==> config.mk <==
export PLATFORM = sky130hd
export DESIGN_NAME = ram_arbiter_flat
export DESIGN_NICKNAME = d
export VERILOG_FILES = /design/src/rtl/ram_arbiter_if.sv /design/src/rtl/ram_arbiter.sv /design/src/flat_wrapper.sv
export SDC_FILE = /design/constraint.sdc
export NUM_CORES = 1
export LEC_CHECK = 0
export CAP_MARGIN = 20
export CORE_AREA = 4 4 118 131
export CTS_CLUSTER_SIZE = 20
export DETAILED_ROUTE_END_ITERATION = 16
export DIE_AREA = 0 0 122 135
export GPL_TIMING_DRIVEN = 0
export PLACE_DENSITY = 0.84
export SETUP_SLACK_MARGIN = 0.05
export SKIP_CTS_REPAIR_TIMING = 1
export SLEW_MARGIN = 20
export SYNTH_ARGS = -nofsm -noshare
export SYNTH_HDL_FRONTEND = slang
export SYNTH_SLANG_ARGS = --single-unit
==> constraint.sdc <==
create_clock -name clk_i -period 5.3 [get_ports clk_i]
set_clock_uncertainty 0.1 [all_clocks]
set_input_delay 1.06 -clock clk_i [delete_from_list [all_inputs] [get_ports clk_i]]
set_output_delay 1.06 -clock clk_i [all_outputs]
set_load 0.1 [all_outputs]
==> src/rtl/ram_arbiter_if.sv <==
// rtl/ram_arbiter_if.sv - requester and RAM bus bundle for ram_arbiter
interface ram_arbiter_if #(
    parameter int ADDR_WIDTH = 32,
    parameter int DATA_WIDTH = 32
);
    logic                  if_req_i;
    logic [ADDR_WIDTH-1:0] if_addr_i;
    logic                  if_ack_o;
    logic [DATA_WIDTH-1:0] if_data_o;
    logic                  mem_req_i;
    logic                  mem_we_i;
    logic [ADDR_WIDTH-1:0] mem_addr_i;
    logic [DATA_WIDTH-1:0] mem_wdata_i;
    logic                  mem_ack_o;
    logic [DATA_WIDTH-1:0] mem_rdata_o;
    logic                  ram_en_o;
    logic                  ram_we_o;
    logic [ADDR_WIDTH-1:0] ram_addr_o;
    logic [DATA_WIDTH-1:0] ram_wdata_o;
    logic [DATA_WIDTH-1:0] ram_rdata_i;
    logic                  stall_if_o;
    logic                  stall_mem_o;
    logic                  busy_o;

    modport slave (
        input  if_req_i, if_addr_i, mem_req_i, mem_we_i, mem_addr_i, mem_wdata_i, ram_rdata_i,
        output if_ack_o, if_data_o, mem_ack_o, mem_rdata_o,
        output ram_en_o, ram_we_o, ram_addr_o, ram_wdata_o,
        output stall_if_o, stall_mem_o, busy_o
    );

    modport master (
        output if_req_i, if_addr_i, mem_req_i, mem_we_i, mem_addr_i, mem_wdata_i, ram_rdata_i,
        input  if_ack_o, if_data_o, mem_ack_o, mem_rdata_o,
        input  ram_en_o, ram_we_o, ram_addr_o, ram_wdata_o,
        input  stall_if_o, stall_mem_o, busy_o
    );
endinterface

==> src/rtl/ram_arbiter.sv <==
// rtl/ram_arbiter.sv - IF/MEM single-port RAM arbiter; ARB_ROUND_ROBIN_EN selects round-robin
module ram_arbiter #(
    parameter int ADDR_WIDTH  = 32,
    parameter int DATA_WIDTH  = 32,
    parameter int RAM_LATENCY = 1,
    parameter int STARVE_MAX  = 4
) (
    input  logic         clk_i,
    input  logic         rst_i,
    ram_arbiter_if.slave bus
);
    typedef enum logic [1:0] {S_IDLE, S_ISSUE, S_WAIT, S_ACK} state_t;

    localparam logic [2:0] LAT = 3'(RAM_LATENCY);

    state_t                r_state;
    state_t                w_next;
    logic                  r_grant_mem;
    logic                  r_we;
    logic [ADDR_WIDTH-1:0] r_addr;
    logic [DATA_WIDTH-1:0] r_wdata;
    logic [DATA_WIDTH-1:0] r_rdata;
    logic [2:0]            r_wait_cnt;
    logic                  w_any;
    logic                  w_mem_wins;
    logic                  w_issue;
    logic                  w_ack;

    assign w_any = bus.if_req_i | bus.mem_req_i;

`ifdef ARB_ROUND_ROBIN_EN
    logic r_last_mem;

    always_comb begin
        w_mem_wins = bus.mem_req_i;
        if (bus.if_req_i && bus.mem_req_i) begin
            w_mem_wins = ~r_last_mem;
        end
    end

    always_ff @(posedge clk_i or negedge rst_i) begin
        if (!rst_i) begin
            r_last_mem <= 1'b0;
        end else if (r_state == S_IDLE && w_any) begin
            r_last_mem <= w_mem_wins;
        end
    end
`else
    localparam logic [2:0] STARVE_Q = 3'(STARVE_MAX);

    logic [2:0] r_starve_cnt;

    // MEM has priority unless IF has already lost STARVE_MAX arbitrations in a row.
    assign w_mem_wins = bus.mem_req_i & ~(bus.if_req_i & (r_starve_cnt == STARVE_Q));

    always_ff @(posedge clk_i or negedge rst_i) begin
        if (!rst_i) begin
            r_starve_cnt <= 3'd0;
        end else if (r_state == S_IDLE) begin
            if (!bus.if_req_i || !w_mem_wins) begin
                r_starve_cnt <= 3'd0;
            end else if (r_starve_cnt != STARVE_Q) begin
                r_starve_cnt <= r_starve_cnt + 3'd1;
            end
        end
    end
`endif

    always_ff @(posedge clk_i or negedge rst_i) begin
        if (!rst_i) begin
            r_state <= S_IDLE;
        end else begin
            r_state <= w_next;
        end
    end

    always_comb begin
        w_next = r_state;
        case (r_state)
            S_IDLE:  if (w_any) w_next = S_ISSUE;
            S_ISSUE: w_next = r_we ? S_ACK : S_WAIT;
            S_WAIT:  if (r_wait_cnt == 3'd1) w_next = S_ACK;
            S_ACK:   w_next = S_IDLE;
            default: w_next = S_IDLE;
        endcase
    end

    always_ff @(posedge clk_i or negedge rst_i) begin
        if (!rst_i) begin
            r_grant_mem <= 1'b0;
            r_we        <= 1'b0;
            r_addr      <= '0;
            r_wdata     <= '0;
            r_rdata     <= '0;
            r_wait_cnt  <= 3'd0;
        end else begin
            case (r_state)
                S_IDLE: begin
                    if (w_any) begin
                        r_grant_mem <= w_mem_wins;
                        r_we        <= w_mem_wins & bus.mem_we_i;
                        r_addr      <= w_mem_wins ? bus.mem_addr_i : bus.if_addr_i;
                        r_wdata     <= w_mem_wins ? bus.mem_wdata_i : '0;
                    end
                end
                S_ISSUE: r_wait_cnt <= LAT;
                S_WAIT: begin
                    r_wait_cnt <= r_wait_cnt - 3'd1;
                    if (r_wait_cnt == 3'd1) begin
                        r_rdata <= bus.ram_rdata_i;
                    end
                end
                default: ;
            endcase
        end
    end

    assign w_issue = (r_state == S_ISSUE);
    assign w_ack   = (r_state == S_ACK);

    assign bus.ram_en_o    = w_issue;
    assign bus.ram_we_o    = w_issue & r_we;
    assign bus.ram_addr_o  = w_issue ? r_addr : '0;
    assign bus.ram_wdata_o = w_issue ? r_wdata : '0;

    assign bus.if_ack_o    = w_ack & ~r_grant_mem;
    assign bus.mem_ack_o   = w_ack & r_grant_mem;
    assign bus.if_data_o   = bus.if_ack_o ? r_rdata : '0;
    assign bus.mem_rdata_o = (bus.mem_ack_o && !r_we) ? r_rdata : '0;

    assign bus.stall_if_o  = bus.if_req_i & ~bus.if_ack_o;
    assign bus.stall_mem_o = bus.mem_req_i & ~bus.mem_ack_o;
    assign bus.busy_o      = (r_state != S_IDLE);
endmodule
==> src/flat_wrapper.sv <==
// flat-port wrapper written by rule: the top's interface ports become plain ports
module ram_arbiter_flat 
#(
    parameter int ADDR_WIDTH  = 32,
    parameter int DATA_WIDTH  = 32,
    parameter int RAM_LATENCY = 1,
    parameter int STARVE_MAX  = 4
)
  (clk_i, rst_i, bus_if_req_i, bus_if_addr_i, bus_mem_req_i, bus_mem_we_i, bus_mem_addr_i, bus_mem_wdata_i, bus_ram_rdata_i, bus_if_ack_o, bus_if_data_o, bus_mem_ack_o, bus_mem_rdata_o, bus_ram_en_o, bus_ram_we_o, bus_ram_addr_o, bus_ram_wdata_o, bus_stall_if_o, bus_stall_mem_o, bus_busy_o);
  ram_arbiter_if #(.ADDR_WIDTH(ADDR_WIDTH), .DATA_WIDTH(DATA_WIDTH)) bus_i ();
  input  logic clk_i;
  input  logic rst_i;
  input wire logic [$bits(bus_i.if_req_i)-1:0] bus_if_req_i;
  input wire logic [$bits(bus_i.if_addr_i)-1:0] bus_if_addr_i;
  input wire logic [$bits(bus_i.mem_req_i)-1:0] bus_mem_req_i;
  input wire logic [$bits(bus_i.mem_we_i)-1:0] bus_mem_we_i;
  input wire logic [$bits(bus_i.mem_addr_i)-1:0] bus_mem_addr_i;
  input wire logic [$bits(bus_i.mem_wdata_i)-1:0] bus_mem_wdata_i;
  input wire logic [$bits(bus_i.ram_rdata_i)-1:0] bus_ram_rdata_i;
  output wire logic [$bits(bus_i.if_ack_o)-1:0] bus_if_ack_o;
  output wire logic [$bits(bus_i.if_data_o)-1:0] bus_if_data_o;
  output wire logic [$bits(bus_i.mem_ack_o)-1:0] bus_mem_ack_o;
  output wire logic [$bits(bus_i.mem_rdata_o)-1:0] bus_mem_rdata_o;
  output wire logic [$bits(bus_i.ram_en_o)-1:0] bus_ram_en_o;
  output wire logic [$bits(bus_i.ram_we_o)-1:0] bus_ram_we_o;
  output wire logic [$bits(bus_i.ram_addr_o)-1:0] bus_ram_addr_o;
  output wire logic [$bits(bus_i.ram_wdata_o)-1:0] bus_ram_wdata_o;
  output wire logic [$bits(bus_i.stall_if_o)-1:0] bus_stall_if_o;
  output wire logic [$bits(bus_i.stall_mem_o)-1:0] bus_stall_mem_o;
  output wire logic [$bits(bus_i.busy_o)-1:0] bus_busy_o;
  assign bus_i.if_req_i = bus_if_req_i;
  assign bus_i.if_addr_i = bus_if_addr_i;
  assign bus_i.mem_req_i = bus_mem_req_i;
  assign bus_i.mem_we_i = bus_mem_we_i;
  assign bus_i.mem_addr_i = bus_mem_addr_i;
  assign bus_i.mem_wdata_i = bus_mem_wdata_i;
  assign bus_i.ram_rdata_i = bus_ram_rdata_i;
  assign bus_if_ack_o = bus_i.if_ack_o;
  assign bus_if_data_o = bus_i.if_data_o;
  assign bus_mem_ack_o = bus_i.mem_ack_o;
  assign bus_mem_rdata_o = bus_i.mem_rdata_o;
  assign bus_ram_en_o = bus_i.ram_en_o;
  assign bus_ram_we_o = bus_i.ram_we_o;
  assign bus_ram_addr_o = bus_i.ram_addr_o;
  assign bus_ram_wdata_o = bus_i.ram_wdata_o;
  assign bus_stall_if_o = bus_i.stall_if_o;
  assign bus_stall_mem_o = bus_i.stall_mem_o;
  assign bus_busy_o = bus_i.busy_o;
  ram_arbiter #(.ADDR_WIDTH(ADDR_WIDTH), .DATA_WIDTH(DATA_WIDTH), .RAM_LATENCY(RAM_LATENCY), .STARVE_MAX(STARVE_MAX)) u_core (.clk_i(clk_i), .rst_i(rst_i), .bus(bus_i));
endmodule
==> implementation parameters, run 1 <==
Parameter                              Value

Global routing
  Global-route wire length before repair ... 27.0 mm
  Initial antenna violation count ... 0
  GRT Residual Overflow ... 0
  Via count of the first global-routing pass ... 5096
  GRT Overall Usage ... 20.8%
  Largest net degree at the start of global routing ... 70

Clocking
  Clock Latency Late Sink ... 340 ps
  Htree depth ... 3
  Clk buf depth ... 2
  Clock Tree Root ... sky130_fd_sc_hd__clkbuf_16
  CTS buffer count ... 9
  Total clock sinks ... 106
  Clock tree from TritonCTS ... yes
  Clock Pin Slew Worst Setup and Hold Paths ... 70 ps

Logic synthesis
  Post-synthesis cell type with the largest combined area ... sky130_fd_sc_hd__dfrtp_1
  Warnings from Yosys ... 0
  Number of distinct library cell variants in the gate-level netlist after synthesis ... 32
  Total of flip-flops plus latches after synthesis ... 106
  Post-synth EDFFs ... 0
  Async S/R FF share, synth ... 100%
  Dominant cells by area after synthesis ... sky130_fd_sc_hd__dfrtp_1 48%, sky130_fd_sc_hd__and2_1 15%, sky130_fd_sc_hd__o211ai_2 6.8%
  Area share of the leading cell type in the synthesized netlist ... 47.8%
  Synthesized netlist net count ... 670
  Ys flop type ... sky130_fd_sc_hd__dfrtp_1
  Cell with the most instances after synthesis ... sky130_fd_sc_hd__and2_1
  Number of standard cells after synthesis ... 528
  Ranking of synthesized cells by instance count ... 131 x sky130_fd_sc_hd__and2_1, 106 x sky130_fd_sc_hd__dfrtp_1, 67 x sky130_fd_sc_hd__nand2_1
  Post-Synthesis Cell Area ... 0.00555 sq mm
  Synthesized area per cell ... 10.5 sq um
  Part of the Yosys area used for sequential elements ... 47.8%

Timing
  Fin Setup TNS ... 0 ps
  Period Utilization, post-route ... 91.2%
  Maximum frequency from static timing analysis ... 207 MHz
  Final hold violation count ... 0
  Final critical delay including setup and external delays ... 4840 ps
  RSZ-0062 raised after global routing ... no
  Endpoints failing setup ... 0
  Worst Tran Pin Value ... 1020 ps
  Max Slew Vio Count ... 0
  Max_slew headroom ... 31.6%
  Hold WS ... 380 ps

Layout
  ANT cells ... 0
  Number of nets in the layout ... 949
  Final standard cell count with taps included and fillers excluded ... 1004
  Share of layout cells above drive strength 1 ... 11.7%
  Flip-flop and latch area ... 0.00265 sq mm
  Area used by multi-input combinational logic ... 0.00263 sq mm
  Area growth syn-to-layout ... 58.1%
  Number of filler cells placed in the layout ... 1241

Place
  Number of port buffers ... 267
  Total placed cells including tap cells ... 988
  Final estimated routing congestion in global placement ... 0.765
  Detailed-placement wirelength estimate ... 13.3 mm

Drt
  Wire length after detailed routing ... 17.0 mm
  Routed wire per std cell ... 16.9 um
  Total via count after detailed routing ... 4916
  First-iteration detailed-routing DRC count ... 195
  DRT Pass-1 Iters ... 4
  DRC violations left ... 0
  Vias/cell ... 4.90
  DRT antenna net count ... 0

Worst setup path
  Cell type with the highest occurrence count on the critical path ... sky130_fd_sc_hd__clkdlybuf4s50_1
  Slowest CP cell ... sky130_fd_sc_hd__clkdlybuf4s50_1
  Longest individual stage delay on the worst path ... 1140 ps
  Worst flop-to-flop path startpoint ... u_core.r_state[1]
  Start-to-end type of the worst setup path ... in -> out
  Data arrival time of the worst path ... 3680 ps
  Critical Path End Type ... output port
  Critical path data required time ... 4140 ps
  Cell breakdown of the critical path ... clkdlybuf4s50_1 > buf_2 > buf_1 > and2_1 > clkdlybuf4s50_1
  Critical path startpoint category ... input port
  Worst setup path startpoint ... bus_mem_req_i
  Crit-path max FO ... 10
  Worst reg-to-reg path cell count ... 7

Floorplanning
  Core Box Area ... 0.0142 sq mm
  Die height ... 135 um
  Die outline area ... 0.0165 sq mm
  Initial core utilization ... 39.0%
  Cell row count ... 46
  Top Ports ... 268
  X dimension of the die ... 122 um

Min path
  Start point of the worst min-delay path ... u_core.r_addr[17]
  Hold WC Path Type ... reg -> reg
  Hold-critical path depth ... 2

Status
  Result of the run ... finished clean

Job
  Number of max-cap violations ... 0
-- cells in the final DEF, fill, tap and decap left out, types with 2 or more instances in the layout --
cell type and count:
sky130_fd_sc_hd__a22o_1 34, sky130_fd_sc_hd__and2_1 131, sky130_fd_sc_hd__and3_1 2, sky130_fd_sc_hd__buf_2 9, sky130_fd_sc_hd__buf_6 7, sky130_fd_sc_hd__clkbuf_1 31
sky130_fd_sc_hd__clkbuf_16 9, sky130_fd_sc_hd__clkdlybuf4s50_1 266, sky130_fd_sc_hd__clkinvlp_4 4, sky130_fd_sc_hd__dfrtp_1 106, sky130_fd_sc_hd__ha_1 9, sky130_fd_sc_hd__inv_1 10
sky130_fd_sc_hd__mux2_2 32, sky130_fd_sc_hd__mux2i_1 3, sky130_fd_sc_hd__nand2_1 67, sky130_fd_sc_hd__nand3b_1 3, sky130_fd_sc_hd__nand4_1 33, sky130_fd_sc_hd__nor2_1 3
sky130_fd_sc_hd__nor2b_1 2, sky130_fd_sc_hd__o211ai_1 2, sky130_fd_sc_hd__o211ai_2 30, sky130_fd_sc_hd__o21a_1 2, sky130_fd_sc_hd__o22ai_1 2
-- final timing paths --
| path | end | slack (ps) |
|---|---|---|
| min in group asynchronous | u_core.r_addr[9] | 510 |
| max | bus_stall_mem_o | 460 |
| max in group asynchronous | u_core.r_rdata[29] | 3920 |
| min | u_core.r_addr[17] | 380 |
| max reg2reg | u_core.r_addr[25] | 3160 |
| min reg2reg | u_core.r_addr[17] | 380 |
-- flip-flops by register name, summed over array words and instances (netlist names) --
name	cells
u_core.r_wdata	32
u_core.r_grant_mem	1
u_core.r_starve_cnt	3
u_core.r_rdata	32
u_core.r_addr	32
u_core.r_wait_cnt	3
u_core.r_state	2
u_core.r_we	1
-- logic make-up (layout without fill, tap and decap cells) --
logic type,count (synthesis),in the layout,share of synthesized area (%)
AOI/OAI and AO/OA,77,77,13.8
adders and majority gates,9,9,2.03
DFF,106,106,47.8
and+or+nand+nor,245,245,24.6
buffers and inverters,56,340,4.80
muxes,35,35,7.04
-- metrics by stage --
stage,worst slack [ps],utilization (%),instance area [sq um]
finish,464,61.7,8770
global route,331,61.7,8770
CTS,431,61.7,8770
detailed placement,446,59.7,8490
global placement,-1220,59.5,8460
floorplan,1470,-,5550
-- area by class of cell --
class	instances	area share, %
Sequential cell	106	30.3
Clock buffer	10	2.61
Inverter	10	0.428
Buffer	46	2.61
Clock inverter	6	0.571
Tap cell	192	2.74
Timing Repair Buffer	268	30.8
Multi-Input combinational cell	366	30.0
-- metal layers --
| metal | GRT usage, % | routed length, um | part of all wire [%] | vias up |
|---|---|---|---|---|
| li1 | - | - | - | 2372 |
| met5 | 0 | 0 | 0 | - |
| met2 | 36.1 | 8670 | 51 | 180 |
| met4 | 7.72 | 447 | 2.6 | 0 |
| met3 | 5.74 | 1350 | 8.0 | 34 |
| met1 | 24.6 | 6530 | 38 | 2330 |
-- critical path, delay by kind of cell --
family	cells	cell delay [ps]
and+or+nand+nor	1	210
buffers and inverters	4	2400
Power of run 1 is left out: the tool's default activity adds up to more than one toggle a clock period on the data nets, which glitch-free logic cannot reach.
==> inputs of run 2 (changes only) <==
Settings changed: CORE_AREA 4 4 118 131 to 2 2 116 129, DIE_AREA 0 0 122 135 to 0 0 118 131.
==> implementation parameters, run 2 (synthesis results as in run 1) <==
Parameter                              Value

Status
  Result of the run ... finished clean

Drt
  DRT antenna net count ... 0 (unchanged)
  Total via count after detailed routing ... 5022 (+2.2%)
  First-iteration detailed-routing DRC count ... 188 (-3.6%)
  Vias/cell ... 5.00 (+2.2%)
  Routed wire per std cell ... 16.6 um (-2.0%)
  DRC violations left ... 0 (unchanged)
  DRT Pass-1 Iters ... 4 (unchanged)
  Wire length after detailed routing ... 16.7 mm (-2.0%)

Layout
  Area growth syn-to-layout ... 58.6%
  ANT cells ... 0 (unchanged)
  Area used by multi-input combinational logic ... 0.00263 sq mm (unchanged)
  Share of layout cells above drive strength 1 ... 11.8% (+0.12 points)
  Flip-flop and latch area ... 0.00265 sq mm (unchanged)
  Most common cell after layout, fill and taps aside ... sky130_fd_sc_hd__clkdlybuf4s50_1
  Commonest non-fill, non-tap cells in the layout ... 266 x sky130_fd_sc_hd__clkdlybuf4s50_1, 131 x sky130_fd_sc_hd__and2_1, 106 x sky130_fd_sc_hd__dfrtp_1
  Number of filler cells placed in the layout ... 1215 (-2.1%)
  Top flop regs ... u_core.r_addr x32, u_core.r_rdata x32, u_core.r_wdata x32
  Number of nets in the layout ... 949 (unchanged)

Floorplanning
  Top Ports ... 268 (unchanged)
  Cell row count ... 46 (unchanged)
  Core Box Area ... 0.0142 sq mm (unchanged)
  X dimension of the die ... 118 um (-3.3%)
  Die height ... 131 um (-3.0%)
  Die outline area ... 0.0155 sq mm (-6.1%)
  Initial core utilization ... 39.0% (unchanged)

Worst setup path
  Critical path data required time ... 4140 ps (about the same)
  Data arrival time of the worst path ... 3710 ps (+30 ps)
  Critical Path End Type ... output port
  Critical path startpoint category ... input port
  Start-to-end type of the worst setup path ... in -> out
  Crit-path max FO ... 10 (unchanged)

Timing
  Final hold violation count ... 0 (unchanged)
  Max_slew headroom ... 30.9% (-0.69 points)
  Maximum frequency from static timing analysis ... 205 MHz (-0.75%)
  Period Utilization, post-route ... 91.9% (+0.69 points)
  Fin Setup TNS ... 0 ps (unchanged)
  Final critical delay including setup and external delays ... 4870 ps (+36.4 ps)
  Max Slew Vio Count ... 0 (unchanged)
  RSZ-0062 raised after global routing ... no
  Endpoints failing setup ... 0 (unchanged)
  Hold WS ... 379 ps (-0.696 ps)
  Worst Tran Pin Value ... 1030 ps (+10.3 ps)

Clocking
  Htree depth ... 3 (unchanged)
  Clk buf depth ... 2 (unchanged)
  Clock Latency Late Sink ... 340 ps (about the same)
  Clock tree from TritonCTS ... yes
  Total clock sinks ... 106 (unchanged)
  Clock Tree Root ... sky130_fd_sc_hd__clkbuf_16
  Clock Pin Slew Worst Setup and Hold Paths ... 70 ps (about the same)
  CTS buffer count ... 9 (unchanged)

Global routing
  Initial antenna violation count ... 0 (unchanged)
  Largest net degree at the start of global routing ... 67 (-4.3%)
  GRT Residual Overflow ... 0 (unchanged)
  GRT Overall Usage ... 21.0% (+0.24 points)
  Global-route wire length before repair ... 25.9 mm (-4.3%)
  Via count of the first global-routing pass ... 5071 (-0.49%)

Min path
  Hold WC Path Type ... reg -> reg

Job
  Number of max-cap violations ... 0 (unchanged)

Place
  Final estimated routing congestion in global placement ... 0.827 (+8.1%)
  Number of port buffers ... 267 (unchanged)
  Detailed-placement wirelength estimate ... 12.9 mm (-3.3%)
==> run 2: cell count changes in the layout (fill, tap and decap cells not counted) <==
cell / before / now
sky130_fd_sc_hd__clkbuf_1: 31 / 30
sky130_fd_sc_hd__clkinvlp_4: 4 / 1
sky130_fd_sc_hd__bufinv_16: 0 / 1
sky130_fd_sc_hd__clkbuf_8: 0 / 1
sky130_fd_sc_hd__clkinv_2: 0 / 1
sky130_fd_sc_hd__inv_6: 1 / 2
==> run 2: layout make-up <==
class                   instances  share of cell area [%]
inverters                      10                   0.427
clock inverters                 6                   0.810
well taps                     192                    2.73
flip-flops and latches        106                    30.1
clock buffers                  10                    2.72
plain buffers                  46                    2.60
repair buffers                268                    30.7
multi-input cells             366                    29.9
==> run 2: worst max-delay path, stage by stage <==
cell and delay (ps):
sky130_fd_sc_hd__clkdlybuf4s50_1 550, sky130_fd_sc_hd__buf_2 260, sky130_fd_sc_hd__buf_1 480, sky130_fd_sc_hd__and2_1 210
sky130_fd_sc_hd__clkdlybuf4s50_1 1150
==> run 2: final timing paths <==
path                              startpoint  slack, ps                 end  depth (start not counted)
setup / recovery               bus_mem_req_i        430     bus_stall_mem_o                          5
setup reg to reg           u_core.r_state[0]       3200   u_core.r_addr[27]                          7
max in group asynchronous              rst_i       3900  u_core.r_rdata[29]                          2
hold / removal             u_core.r_addr[23]        380   u_core.r_addr[23]                          2
hold reg to reg            u_core.r_addr[23]        380   u_core.r_addr[23]                          2
min in group asynchronous              rst_i        530    u_core.r_addr[6]                          1
==> run 2: metrics by stage <==
step / utilization, % / instances / cell area [sq um] / setup slack (ps)
3_5_place_dp: 59.7 / 988 / 8490 / 424
3_3_place_gp: 59.5 / 987 / 8460 / -1120
5_1_grt: 61.9 / 1004 / 8800 / 295
4_1_cts: 61.9 / 1004 / 8800 / 425
2_1_floorplan: - / 528 / 5550 / 1470
6_report: 61.9 / 1004 / 8800 / 428
==> run 2: per-layer routing <==
metal | wire (um) | up-vias | share of wire [%] | GRT usage, %
li1 | - | 2371 | - | -
met1 | 6560 | 2424 | 39 | 24.6
met2 | 8670 | 201 | 52 | 38.3
met3 | 1060 | 26 | 6.4 | 4.69
met4 | 367 | 0 | 2.2 | 7.51
met5 | 0 | - | 0 | 0
Power of run 2 is left out for the same reason.
